$ cat src/rtl/wb_router_pkg.sv
// Shared definitions for the host Wishbone router: FSM encoding, region ID
// width and the default region IDs of the known targets.
package wb_router_pkg;

    localparam int REGION_W = 8;

    localparam logic [REGION_W-1:0] USER_SPACE_CARAVEL = 8'h30;
    localparam logic [REGION_W-1:0] HOST_PERIPHERAL    = 8'h3F;

    typedef enum logic [1:0] {
        IDLE = 2'd0,
        REQ  = 2'd1,
        WAIT = 2'd2,
        RESP = 2'd3
    } state_t;

endpackage

$ cat src/rtl/wb_router_timer.sv
// Response timeout counter: counts cycles while enabled and flags expiry on the
// TIMEOUT_CYCLES-th enabled cycle. TIMEOUT_CYCLES = 0 never expires.
module wb_router_timer #(
    parameter int TIMEOUT_CYCLES = 255,
    parameter int TIMEOUT_W      = 8
) (
    input  logic clk,
    input  logic rst,
    input  logic clr,
    input  logic en,
    output logic expired
);

    // The count holds completed wait cycles, so expiry compares against one less.
    localparam logic [TIMEOUT_W-1:0] LIMIT =
        (TIMEOUT_CYCLES == 0) ? '0 : TIMEOUT_W'(TIMEOUT_CYCLES - 1);

    logic [TIMEOUT_W-1:0] count;

    always_ff @(posedge clk or posedge rst) begin
        if (rst) begin
            count <= '0;
        end else if (clr) begin
            count <= '0;
        end else if (en) begin
            count <= count + TIMEOUT_W'(1);
        end
    end

    assign expired = (TIMEOUT_CYCLES != 0) && en && (count == LIMIT);

endmodule

$ cat src/rtl/wb_host_router.sv
// Routes single Wishbone transactions from the management core to one of
// N_TARGETS master channels, selected by the region ID in the top address byte.
module wb_host_router
    import wb_router_pkg::*;
#(
    parameter int                        N_TARGETS      = 2,
    parameter int                        ADDR_W         = 32,
    parameter int                        DATA_W         = 32,
    parameter logic [N_TARGETS*8-1:0]    TARGET_IDS     = {HOST_PERIPHERAL, USER_SPACE_CARAVEL},
    parameter int                        TIMEOUT_CYCLES = 255,
    parameter int                        TIMEOUT_W      = 8
) (
    input  logic                          wb_clk_i,
    input  logic                          wb_rst_i,
    input  logic                          wbs_cyc_i,
    input  logic                          wbs_stb_i,
    input  logic                          wbs_we_i,
    input  logic [DATA_W/8-1:0]           wbs_sel_i,
    input  logic [ADDR_W-1:0]             wbs_adr_i,
    input  logic [DATA_W-1:0]             wbs_data_i,
    output logic                          wbs_ack_o,
    output logic                          wbs_err_o,
    output logic                          wbs_stall_o,
    output logic [DATA_W-1:0]             wbs_data_o,
    output logic [N_TARGETS-1:0]          m_wb_cyc_o,
    output logic [N_TARGETS-1:0]          m_wb_stb_o,
    output logic                          m_wb_we_o,
    output logic [DATA_W/8-1:0]           m_wb_sel_o,
    output logic [ADDR_W-9:0]             m_wb_adr_o,
    output logic [DATA_W-1:0]             m_wb_data_o,
    input  logic [N_TARGETS-1:0]          m_wb_ack_i,
    input  logic [N_TARGETS-1:0]          m_wb_err_i,
    input  logic [N_TARGETS-1:0]          m_wb_stall_i,
    input  logic [N_TARGETS*DATA_W-1:0]   m_wb_data_i,
    output logic                          timeout_o
);

    localparam int MADR_W = ADDR_W - REGION_W;

    state_t                 state;
    logic [N_TARGETS-1:0]   tgt_hot;
    logic [N_TARGETS-1:0]   hit_hot;
    logic [REGION_W-1:0]    region;
    logic                   tgt_ack;
    logic                   tgt_err;
    logic                   tgt_stall;
    logic [DATA_W-1:0]      tgt_rdata;
    logic                   expired;

    assign region = wbs_adr_i[ADDR_W-1 -: REGION_W];

    // Scan from the top so the lowest matching index is the one left standing.
    always_comb begin
        hit_hot = '0;
        for (int i = N_TARGETS - 1; i >= 0; i--) begin
            if (region == TARGET_IDS[REGION_W*i +: REGION_W]) begin
                hit_hot    = '0;
                hit_hot[i] = 1'b1;
            end
        end
    end

    assign tgt_ack   = |(m_wb_ack_i   & tgt_hot);
    assign tgt_err   = |(m_wb_err_i   & tgt_hot);
    assign tgt_stall = |(m_wb_stall_i & tgt_hot);

    always_comb begin
        tgt_rdata = '0;
        for (int i = 0; i < N_TARGETS; i++) begin
            if (tgt_hot[i]) begin
                tgt_rdata = tgt_rdata | m_wb_data_i[DATA_W*i +: DATA_W];
            end
        end
    end

    wb_router_timer #(
        .TIMEOUT_CYCLES (TIMEOUT_CYCLES),
        .TIMEOUT_W      (TIMEOUT_W)
    ) u_timer (
        .clk     (wb_clk_i),
        .rst     (wb_rst_i),
        .clr     (state != WAIT),
        .en      (state == WAIT),
        .expired (expired)
    );

    always_ff @(posedge wb_clk_i or posedge wb_rst_i) begin
        if (wb_rst_i) begin
            state       <= IDLE;
            tgt_hot     <= '0;
            wbs_ack_o   <= 1'b0;
            wbs_err_o   <= 1'b0;
            wbs_stall_o <= 1'b0;
            wbs_data_o  <= '0;
            m_wb_cyc_o  <= '0;
            m_wb_stb_o  <= '0;
            m_wb_we_o   <= 1'b0;
            m_wb_sel_o  <= '0;
            m_wb_adr_o  <= '0;
            m_wb_data_o <= '0;
            timeout_o   <= 1'b0;
        end else begin
            wbs_ack_o  <= 1'b0;
            wbs_err_o  <= 1'b0;
            wbs_data_o <= '0;
            timeout_o  <= 1'b0;

            case (state)
                IDLE: begin
                    if (wbs_cyc_i && wbs_stb_i) begin
                        m_wb_we_o   <= wbs_we_i;
                        m_wb_sel_o  <= wbs_sel_i;
                        m_wb_adr_o  <= wbs_adr_i[MADR_W-1:0];
                        m_wb_data_o <= wbs_data_i;
                        tgt_hot     <= hit_hot;
                        wbs_stall_o <= 1'b1;
                        if (|hit_hot) begin
                            m_wb_cyc_o <= hit_hot;
                            m_wb_stb_o <= hit_hot;
                            state      <= REQ;
                        end else begin
                            wbs_err_o <= 1'b1;
                            state     <= RESP;
                        end
                    end
                end

                REQ, WAIT: begin
                    if (!wbs_cyc_i) begin
                        // Master gave up: abandon silently, any same-cycle ack is dropped.
                        m_wb_cyc_o  <= '0;
                        m_wb_stb_o  <= '0;
                        wbs_stall_o <= 1'b0;
                        state       <= IDLE;
                    end else if (state == WAIT || !tgt_stall) begin
                        m_wb_stb_o <= '0;
                        if (tgt_err) begin
                            m_wb_cyc_o <= '0;
                            wbs_err_o  <= 1'b1;
                            state      <= RESP;
                        end else if (tgt_ack) begin
                            m_wb_cyc_o <= '0;
                            wbs_ack_o  <= 1'b1;
                            wbs_data_o <= tgt_rdata;
                            state      <= RESP;
                        end else if (expired) begin
                            m_wb_cyc_o <= '0;
                            wbs_err_o  <= 1'b1;
                            timeout_o  <= 1'b1;
                            state      <= RESP;
                        end else begin
                            state <= WAIT;
                        end
                    end
                end

                RESP: begin
                    wbs_stall_o <= 1'b0;
                    state       <= IDLE;
                end

                default: begin
                    state <= IDLE;
                end
            endcase
        end
    end

endmodule

$ cat config.mk
export PLATFORM = sky130hd
export DESIGN_NAME = wb_host_router
export DESIGN_NICKNAME = d
export VERILOG_FILES = /design/src/rtl/wb_router_pkg.sv /design/src/rtl/wb_router_timer.sv /design/src/rtl/wb_host_router.sv
export SDC_FILE = /design/constraint.sdc
export NUM_CORES = 1
export LEC_CHECK = 0
export CAP_MARGIN = 20
export CORE_AREA = 2 2 95 143
export CTS_BUF_LIST = sky130_fd_sc_hd__clkbuf_4 sky130_fd_sc_hd__clkbuf_8
export DETAILED_ROUTE_END_ITERATION = 10
export DIE_AREA = 0 0 97 145
export GPL_ROUTABILITY_DRIVEN = 0
export GPL_TIMING_DRIVEN = 0
export PLACE_DENSITY = 0.78
export SKIP_CTS_REPAIR_TIMING = 1
export SYNTH_ARGS = -nofsm -noshare
export SYNTH_HDL_FRONTEND = slang
export SYNTH_SLANG_ARGS = --single-unit
export TNS_END_PERCENT = 1
$ cat constraint.sdc
create_clock -name wb_clk_i -period 4.2 [get_ports wb_clk_i]
set_clock_uncertainty 0.15 [all_clocks]
set_input_delay 0.84 -clock wb_clk_i [delete_from_list [all_inputs] [get_ports wb_clk_i]]
set_output_delay 0.84 -clock wb_clk_i [all_outputs]
set_load 0.01 [all_outputs]
Word level (Yosys, flattened, before mapping)
Index checks and enable logic that the tools add are counted.

word-level totals
  flip-flop bits (word level) = 113
  input port bits = 143
  output and inout bits = 101
  word-level logic and storage cells = 98

operators by class
  reductions and logical operators = 17
  bitwise gates (word level) = 4
  equality and inequality tests = 12
  add/subtract/negate cells = 1
  mux-type cells = 50

operators with widths
  kind                 number
  $mux 32              7
  $or 32x32->32        1
  $mux 2               15
  $mux 1               21
  $eq 8x6->1 const B   2
  $mux 8               2
  $reduce_or 2->1      5
  $add 8x1->8 const B  1
  $eq 8x8->1 const B   1
  $ne 2x2->1 const B   4
  $pmux 2 s2           2
  $and 2x2->2          3
  $pmux 2 s3           1
  $reduce_and 2->1     3
  $ne 5x5->1 const B   1
  $reduce_and 5->1     1
  $eq 2x2->1 const B   2
  $reduce_and 4->1     1
  $reduce_bool 2->1    2
  $ne 3x3->1 const B   1
  $pmux 1 s3           1
  $eq 2x1->1 const B   1
  $logic_and 1x1->1    2
  $logic_not 2->1      1
  3 further kinds      3

Logic depth before layout (Yosys ltp)
Gate-level depths: netlist (run 1).

  word-level depth = 8
  depth in mapped cells = 8
  depth with buffers taken out = 6

Hierarchy
A second synthesis (run 1) with hierarchy kept.

second synthesis, totals
  cells, all modules = 345
  area total of the unflattened synthesis = 4790.8 um^2

by module, submodules not included
  module           cells an instance  times used  area each (um^2)
  wb_host_router   303                1           4371.7
  wb_router_timer  42                 1           419.2

Worst setup path before layout (run 1)
Ideal clock, no wire load.

  path type = input to register
  from = in wbs_adr_i[31]
  to = reg m_wb_cyc_o[0]
  path slack = 2.130 ns
  library setup time = 0.137 ns
  arrival time = 1.783 ns
  cell stages on the path = 4
  path through = nor4bb_1 > o211ai_1 > a21oi_1 > o221ai_1

between the ends
  word-level cells in the longest chain between the ends = 6
  elaborated cells between the ends (all ways) = 10
  those cells by class = 3 x eq/ne; 5 x mux; 2 x reduce/logical

RTL lines
  item                        RTL line               source
  start, declared             wb_host_router.sv:19   input logic [ADDR_W-1:0] wbs_adr_i,
  $eq 8x6->1                  wb_host_router.sv:56   if (region == TARGET_IDS[REGION_W*i +: REGION_W]) begin
  $mux 2                      wb_host_router.sv:56
  $mux 2 *                    wb_host_router.sv:56
  $reduce_or 2->1             wb_host_router.sv:117  if (|hit_hot) begin
  $ne 2x2->1 (no line)        -
  $reduce_and 5->1 (no line)  -
  end signal, assigned        wb_host_router.sv:118  m_wb_cyc_o <= hit_hot;
  end, declared               wb_host_router.sv:25   output logic [N_TARGETS-1:0] m_wb_cyc_o,

Every way passes the cells marked *; elsewhere a longest branch is shown, timed or not. The select of a mux whose other input is x is not followed.
A chain may end at the register's enable or synchronous reset.

Final worst setup path (run 1)
  from = in wbs_cyc_i
  to = reg m_wb_data_o[4]

between the ends
  word-level cells in the longest chain between the ends = 2

RTL lines
  item                        RTL line               source
  start, declared             wb_host_router.sv:15   input logic wbs_cyc_i,
  $logic_and 1x1->1           wb_host_router.sv:110  if (wbs_cyc_i && wbs_stb_i) begin
  $reduce_and 2->1 (no line)  -
  end signal, assigned        wb_host_router.sv:114  m_wb_data_o <= wbs_data_i;
  end, declared               wb_host_router.sv:30   output logic [DATA_W-1:0] m_wb_data_o,

Every way passes these cells.

==> out/qor.yml, run 1 <==
power:
  seqPwrFrac_pct: 37.7
  switching_share_pct: 29.29
  p_int_uw: 2968
  irDropWorstVdd_v: 0.0003380
  switchingPower_uw: 1230
  p_per_area_nw_per_um2: 543.3
  power_frac_comb_pct: 36.9
  p_leak_uw: 0.003192
  p_clk_share_pct: 25.4
drt:
  detail-route-antenna-nets: 0
  wire_per_inst_um: 17.18
  wl_met1_mm: 4.786
  num_vias: 3772
  drc_errors: 0
  wl_mm: 13.41
  drt_iter0_drc: 103
  wl_met2_mm: 7.551
  wl_met3_um: 795
  top_layer: "met4"
  dr.pass1.iters: 4
  via_per_inst: 4.830
timing:
  tightest_slew_ns: 0.6949
  fin_crit_sh_pct: 55.92
  slew_headroom_pct: 53.28
  drv_slew: 0
  finalHoldViolations: 0
  fmax_ghz: 0.4258
  setup_viol: 0
  layout_min_cycle_time_ns: 2.349
  timing.hold.ws_ns: 0.3556
  rsz0062_at_grt: "false"
final_layout:
  fillCellCount: 1045
  finalCoreUtilization_pct: 60.24
  final_common_cell: "clkdlybuf4s50_1"
  seq_area_um2: 2828
  layout.nets: 759
  syn2layout_area_growth_pct: 66.22
  multi_input_area_um2: 1658
  drive_above_1_share_pct: 18.81
  n_antenna_cell: 0
  final_cell_mix: "clkdlybuf4s50_1, dfrtp_1, mux2_2"
synthesis:
  synthFlopType: "dfrtp_1"
  yosys_warnings: 0
  syn-num-nets: 496
  synth-edff-count: 0
  synthCells: 346
  async_flop_share_pct: 100.0
  yosysSeqAreaShare_pct: 60.83
  synth_area_um2: 4648
  ys_types: 40
  avgSynthCellArea_um2: 13.43
  ys_ff_latch: 113
worst_setup_path:
  cpPeakStageDelay_ns: 0.46
  crit_path_max_fanout: 10
  worstSetupPathType: "primary input to flip-flop"
  timing.critical_path.mode_cell: "buf_2"
  rrSetupSlack_ns: 1.96
  worstPathArrival_ns: 2.49
  rr_worst_depth: 8
  path_cells: "clkdlybuf4s50_1 -> nand3_1 -> buf_2 -> buf_2 -> mux2_2"
  critPathRequiredTime_ns: 4.35
  crit_slowest_cell: "clkdlybuf4s50_1"
  start_kind: "primary input"
  cp-end-kind: "flip-flop"
floorplanning:
  core-area_um2: 12830
  die_h_um: 145
  die_area_um2: 14070
  io_pins: 244
  num_rows: 51
  start_util_pct: 36.24
  die_w_um: 97
global_routing:
  grt_pass1_wl_mm: 21.13
  antenna_found_initial: 0
  grt.total_usage_pct: 19.33
  grt.overflow.total: 0
  grt_max_degree: 73
  grt_pass1_vias: 4057
clock_tree:
  clock_latency_ns: 0.41
  htree_levels: 4
  cts_buffer_depth: 2
  cts_buffers: 17
  clock-sinks: 113
  cts_tree: "yes"
  cts-root-buf: "clkbuf_8"
  clkTransAtPathRegs_ns: 0.07
run:
  max_cap_violations: 0
placement:
  hpwl_mm: 10.51
  port_buffers: 243
hold_path:
  hold_path_class: "flip-flop to flip-flop"
  hold_depth: 1
outcome:
  status: "finished, final reports clean"
## worst max-delay path, delay by kind of cell
family | cells | cell delay (ns)
buffers and inverters | 3 | 1.05
multiplexers | 1 | 0.37
AND/OR/NAND/NOR | 1 | 0.24
## power by group through the flow
stage	logic, uW	registers, uW	clock network [uW]
after floorplan	506	1740	0
after global placement	1510	1580	0
after detailed placement	1560	1600	0
after CTS	1570	1580	1090
after global routing	1650	1620	1150
final	1550	1580	1060
## state kept, by name, indices dropped and copies added (netlist names), 2 cells and up
name / cells
m_wb_adr_o: 24
m_wb_cyc_o: 2
m_wb_data_o: 32
m_wb_sel_o: 4
m_wb_stb_o: 2
state: 2
tgt_hot: 2
u_timer.count: 8
wbs_data_o: 32
## through the flow
stage                     TNS (ns)  cells  power, uW  worst slack (ns)  instance area, um2
after floorplan                  0    346       2245            0.2226                4648
after global placement     -148.91    748       3095            -1.326                7279
after detailed placement         0    749       3164             1.370                7310
after CTS                        0    781       4248             1.813                7726
after global routing             0    781       4427             1.697                7726
final                            0    781       4197             1.851                7726
## final timing paths
check / start / endpoint
max: wbs_cyc_i / m_wb_data_o[4]
min: m_wb_adr_o[19] / m_wb_adr_o[19]
max reg2reg: state[0] / wbs_data_o[15]
min reg2reg: m_wb_adr_o[19] / m_wb_adr_o[19]
max in group asynchronous: wb_rst_i / u_timer.count[5]
min in group asynchronous: wb_rst_i / m_wb_adr_o[1]
## cells by family (layout without fill, tap and decap cells)
| group | count (synthesis) | in the layout | share of synthesized area, % |
|---|---|---|---|
| AO/OA/AOI/OAI | 55 | 55 | 8.587 |
| XOR/XNOR | 6 | 6 | 1.131 |
| adder cells (fa/ha/maj) | 7 | 7 | 1.884 |
| buffers and inverters | 29 | 305 | 3.499 |
| flip-flops | 113 | 113 | 60.83 |
| multiplexers | 62 | 62 | 15.02 |
| AND/OR/NAND/NOR | 74 | 74 | 9.045 |
## Yosys cell counts (2+ instances only)
master,number,area [um2]
a21oi_1,2,10.01
a22oi_1,34,255.2
and2_1,8,50.05
and4_1,3,26.28
buf_1,4,15.01
buf_2,3,15.01
buf_6,4,45.04
clkbuf_1,7,26.28
dfrtp_1,113,2828
ha_1,7,87.58
inv_1,9,33.78
mux2_2,62,698.2
nand2_1,11,41.29
nand3_1,4,20.02
nor2_1,26,97.59
nor2_4,9,101.4
nor2b_1,2,12.51
o21ai_0,7,35.03
o221ai_1,2,17.52
o31ai_1,2,15.01
or3_1,4,25.02
xnor2_1,5,43.79
## cell type report
type / instances / area share [%]
multi-input combinational: 204 / 21.46
clock inverter: 15 / 2.364
tap: 159 / 2.575
clock buffer: 17 / 3.028
timing repair buffer: 244 / 31.84
sequential: 113 / 36.60
inverter: 9 / 0.4696
buffer: 20 / 1.668
## metal layers
metal,vias up,track usage (%)
met3,20,6.310
li1,1741,-
met2,175,36.04
met1,1836,19.99
met5,-,0
met4,0,6.690
No activity file was read; power rests on OpenSTA's default activity.
==> run 2, diff against run 1 <==
==> constraint.sdc (replaced) <==
create_clock -name wb_clk_i -period 2 [get_ports wb_clk_i]
set_clock_uncertainty 0.15 [all_clocks]
set_input_delay 0.4 -clock wb_clk_i [delete_from_list [all_inputs] [get_ports wb_clk_i]]
set_output_delay 0.4 -clock wb_clk_i [all_outputs]
set_load 0.01 [all_outputs]
==> out/qor.yml, run 2 (synthesized netlist as in run 1, its figures left out) <==
final_layout:
  syn2layout_area_growth_pct: 67.67
  reg_top3: "m_wb_data_o (32), wbs_data_o (32), m_wb_adr_o (24)"
  final_cell_mix: "clkdlybuf4s50_1, dfrtp_1, mux2_2"
  final_common_cell: "clkdlybuf4s50_1"
  fillCellCount: 989  # -5.4%
  layout.nets: 762  # +0.40%
  drive_above_1_share_pct: 21.31  # +2.5 points
  n_antenna_cell: 0  # unchanged
worst_setup_path:
  cpPeakStageDelay_ns: 0.40  # -0.06 ns
  crit_slowest_cell: "dfrtp_1"
  rr_worst_depth: 7  # -1
  worstReg2RegStart: "state[1]"
  start_kind: "flip-flop"
  path_cells: "buf_4 -> ha_1 -> buf_6 -> and4_1 -> and2_4 -> or2_2 -> o221ai_1"
  cp-end-kind: "flip-flop"
  worstPathArrival_ns: 2.20  # -0.29 ns
  reg2reg_to: "m_wb_cyc_o[1]"
  critPathTopFamily: "simple AND/OR/NAND/NOR gates"
  crit_buf_inv: 2  # -1
  crit_path_max_fanout: 10  # unchanged
  rrSetupSlack_ns: -0.02  # -1.98 ns
  worstSetupPathType: "flip-flop to flip-flop"
  critPathRequiredTime_ns: 2.18  # -2.17 ns
timing:
  fmax_ghz: 0.4947
  fin_crit_sh_pct: 101.1
  finalHoldViolations: 0  # unchanged
  timing.hold.ws_ns: 0.3138  # -0.04185 ns
  tightest_slew_ns: 0.7500  # +0.05514 ns
  setup_tns_ns: -0.02870  # -0.02870 ns
  slew_headroom_pct: 49.89  # -3.4 points
  drv_slew: 0  # unchanged
  rsz0062_at_grt: "true"
  layout_setup_ws_ns: -0.02146  # -1.873 ns
  setup_viol: 2  # +2
  layout_min_cycle_time_ns: 2.021
run:
  max_cap_violations: 0  # unchanged
placement:
  port_buffers: 243  # unchanged
  hpwl_mm: 10.34  # -1.6%
clock_tree:
  clock_latency_ns: 0.42  # about the same
  clkTransAtPathRegs_ns: 0.07  # about the same
  htree_levels: 4  # unchanged
  cts_buffer_depth: 2  # unchanged
  clock-sinks: 113  # unchanged
  cts_tree: "yes"
  cts_buffers: 17  # unchanged
  cts-root-buf: "clkbuf_8"
drt:
  wl_mm: 13.16  # -1.9%
  wl_met2_mm: 7.262  # -3.8%
  drc_errors: 0  # unchanged
  wl_met1_mm: 4.543  # -5.1%
  wl_met3_um: 926  # +16%
  via_per_inst: 4.743  # -1.8%
  dr.pass1.iters: 4  # unchanged
  top_layer: "met4"
  num_vias: 3714  # -1.5%
  wire_per_inst_um: 16.80  # -2.2%
  detail-route-antenna-nets: 0  # unchanged
  drt_iter0_drc: 98  # -4.9%
power:
  p_leak_uw: 0.003206  # +0.45%
  irDropWorstVdd_v: 0.0006769  # +100%
  p_per_area_nw_per_um2: 1126  # +110%
global_routing:
  antenna_found_initial: 0  # unchanged
  grt.overflow.total: 0  # unchanged
  grt.total_usage_pct: 18.76  # -0.56 points
  grt_pass1_vias: 4103  # +1.1%
  grt_max_degree: 43  # -41%
  grt_pass1_wl_mm: 20.89  # -1.1%
floorplanning:
  die_w_um: 97  # unchanged
  io_pins: 244  # unchanged
  die_area_um2: 14070  # unchanged
  start_util_pct: 36.24  # unchanged
  core-area_um2: 12830  # unchanged
  num_rows: 51  # unchanged
  die_h_um: 145  # unchanged
hold_path:
  hold_path_class: "primary input to async pin"
outcome:
  violations: "negative setup slack"
  status: "finished with violations"
## run 2: metrics by stage
stage               power [uW]  utilization (%)  instance area, um2  setup slack [ns]  std cells
CTS                       8749            60.13                7712           -0.2514        781
global placement          6514            56.78                7283           -0.9482        748
detailed placement        6657            57.10                7323           -0.3537        750
finish                    8778            60.76                7794          -0.02146        783
global route              9244            60.76                7794          -0.06850        783
floorplan                 4716                -                4652           0.02041        346
## run 2: per-layer routing
layer | vias to the layer above | track usage [%]
li1 | 1753 | -
met1 | 1762 | 19.09
met2 | 166 | 34.44
met3 | 33 | 6.214
met4 | 0 | 8.169
met5 | - | 0
## run 2: worst max-delay path by stage
stage	depth (start not counted)	from	slack, ns	to
2_1_floorplan	8	state[1]	0.02	wbs_data_o[22]
3_3_place_gp	2	wb_rst_i	-0.95	wbs_data_o[27]
3_5_place_dp	5	wbs_adr_i[28]	-0.35	m_wb_cyc_o[1]
4_1_cts	8	state[1]	-0.25	wbs_data_o[21]
5_1_grt	8	state[1]	-0.07	wbs_data_o[4]
6_report	7	state[1]	-0.02	m_wb_cyc_o[1]
## run 2: layout make-up
class                      instances  area [um2]  area share [%]
buffer                            20       145.1           1.862
clock buffer                      23       310.3           3.981
clock inverter                     8       78.83           1.011
inverter                           9       37.54          0.4816
multi-input combinational        204        1708           21.91
sequential                       113        2828           36.28
tap                              159       198.9           2.553
timing repair buffer             247        2487           31.92
## run 2: worst register-to-register path: cells and delay by family, from the launching register on
family,cells,cell delay (ns)
adders and majority gates,1,0.21
and+or+nand+nor,3,0.65
DFF,1,0.40
AOI/OAI and AO/OA,1,0.20
buffers and inverters,2,0.30
## run 2: where the power goes
part / switching (uW) / internal (uW)
Combinational: 1270 / 2110
Sequential: 361 / 2970
Clock: 912 / 1150
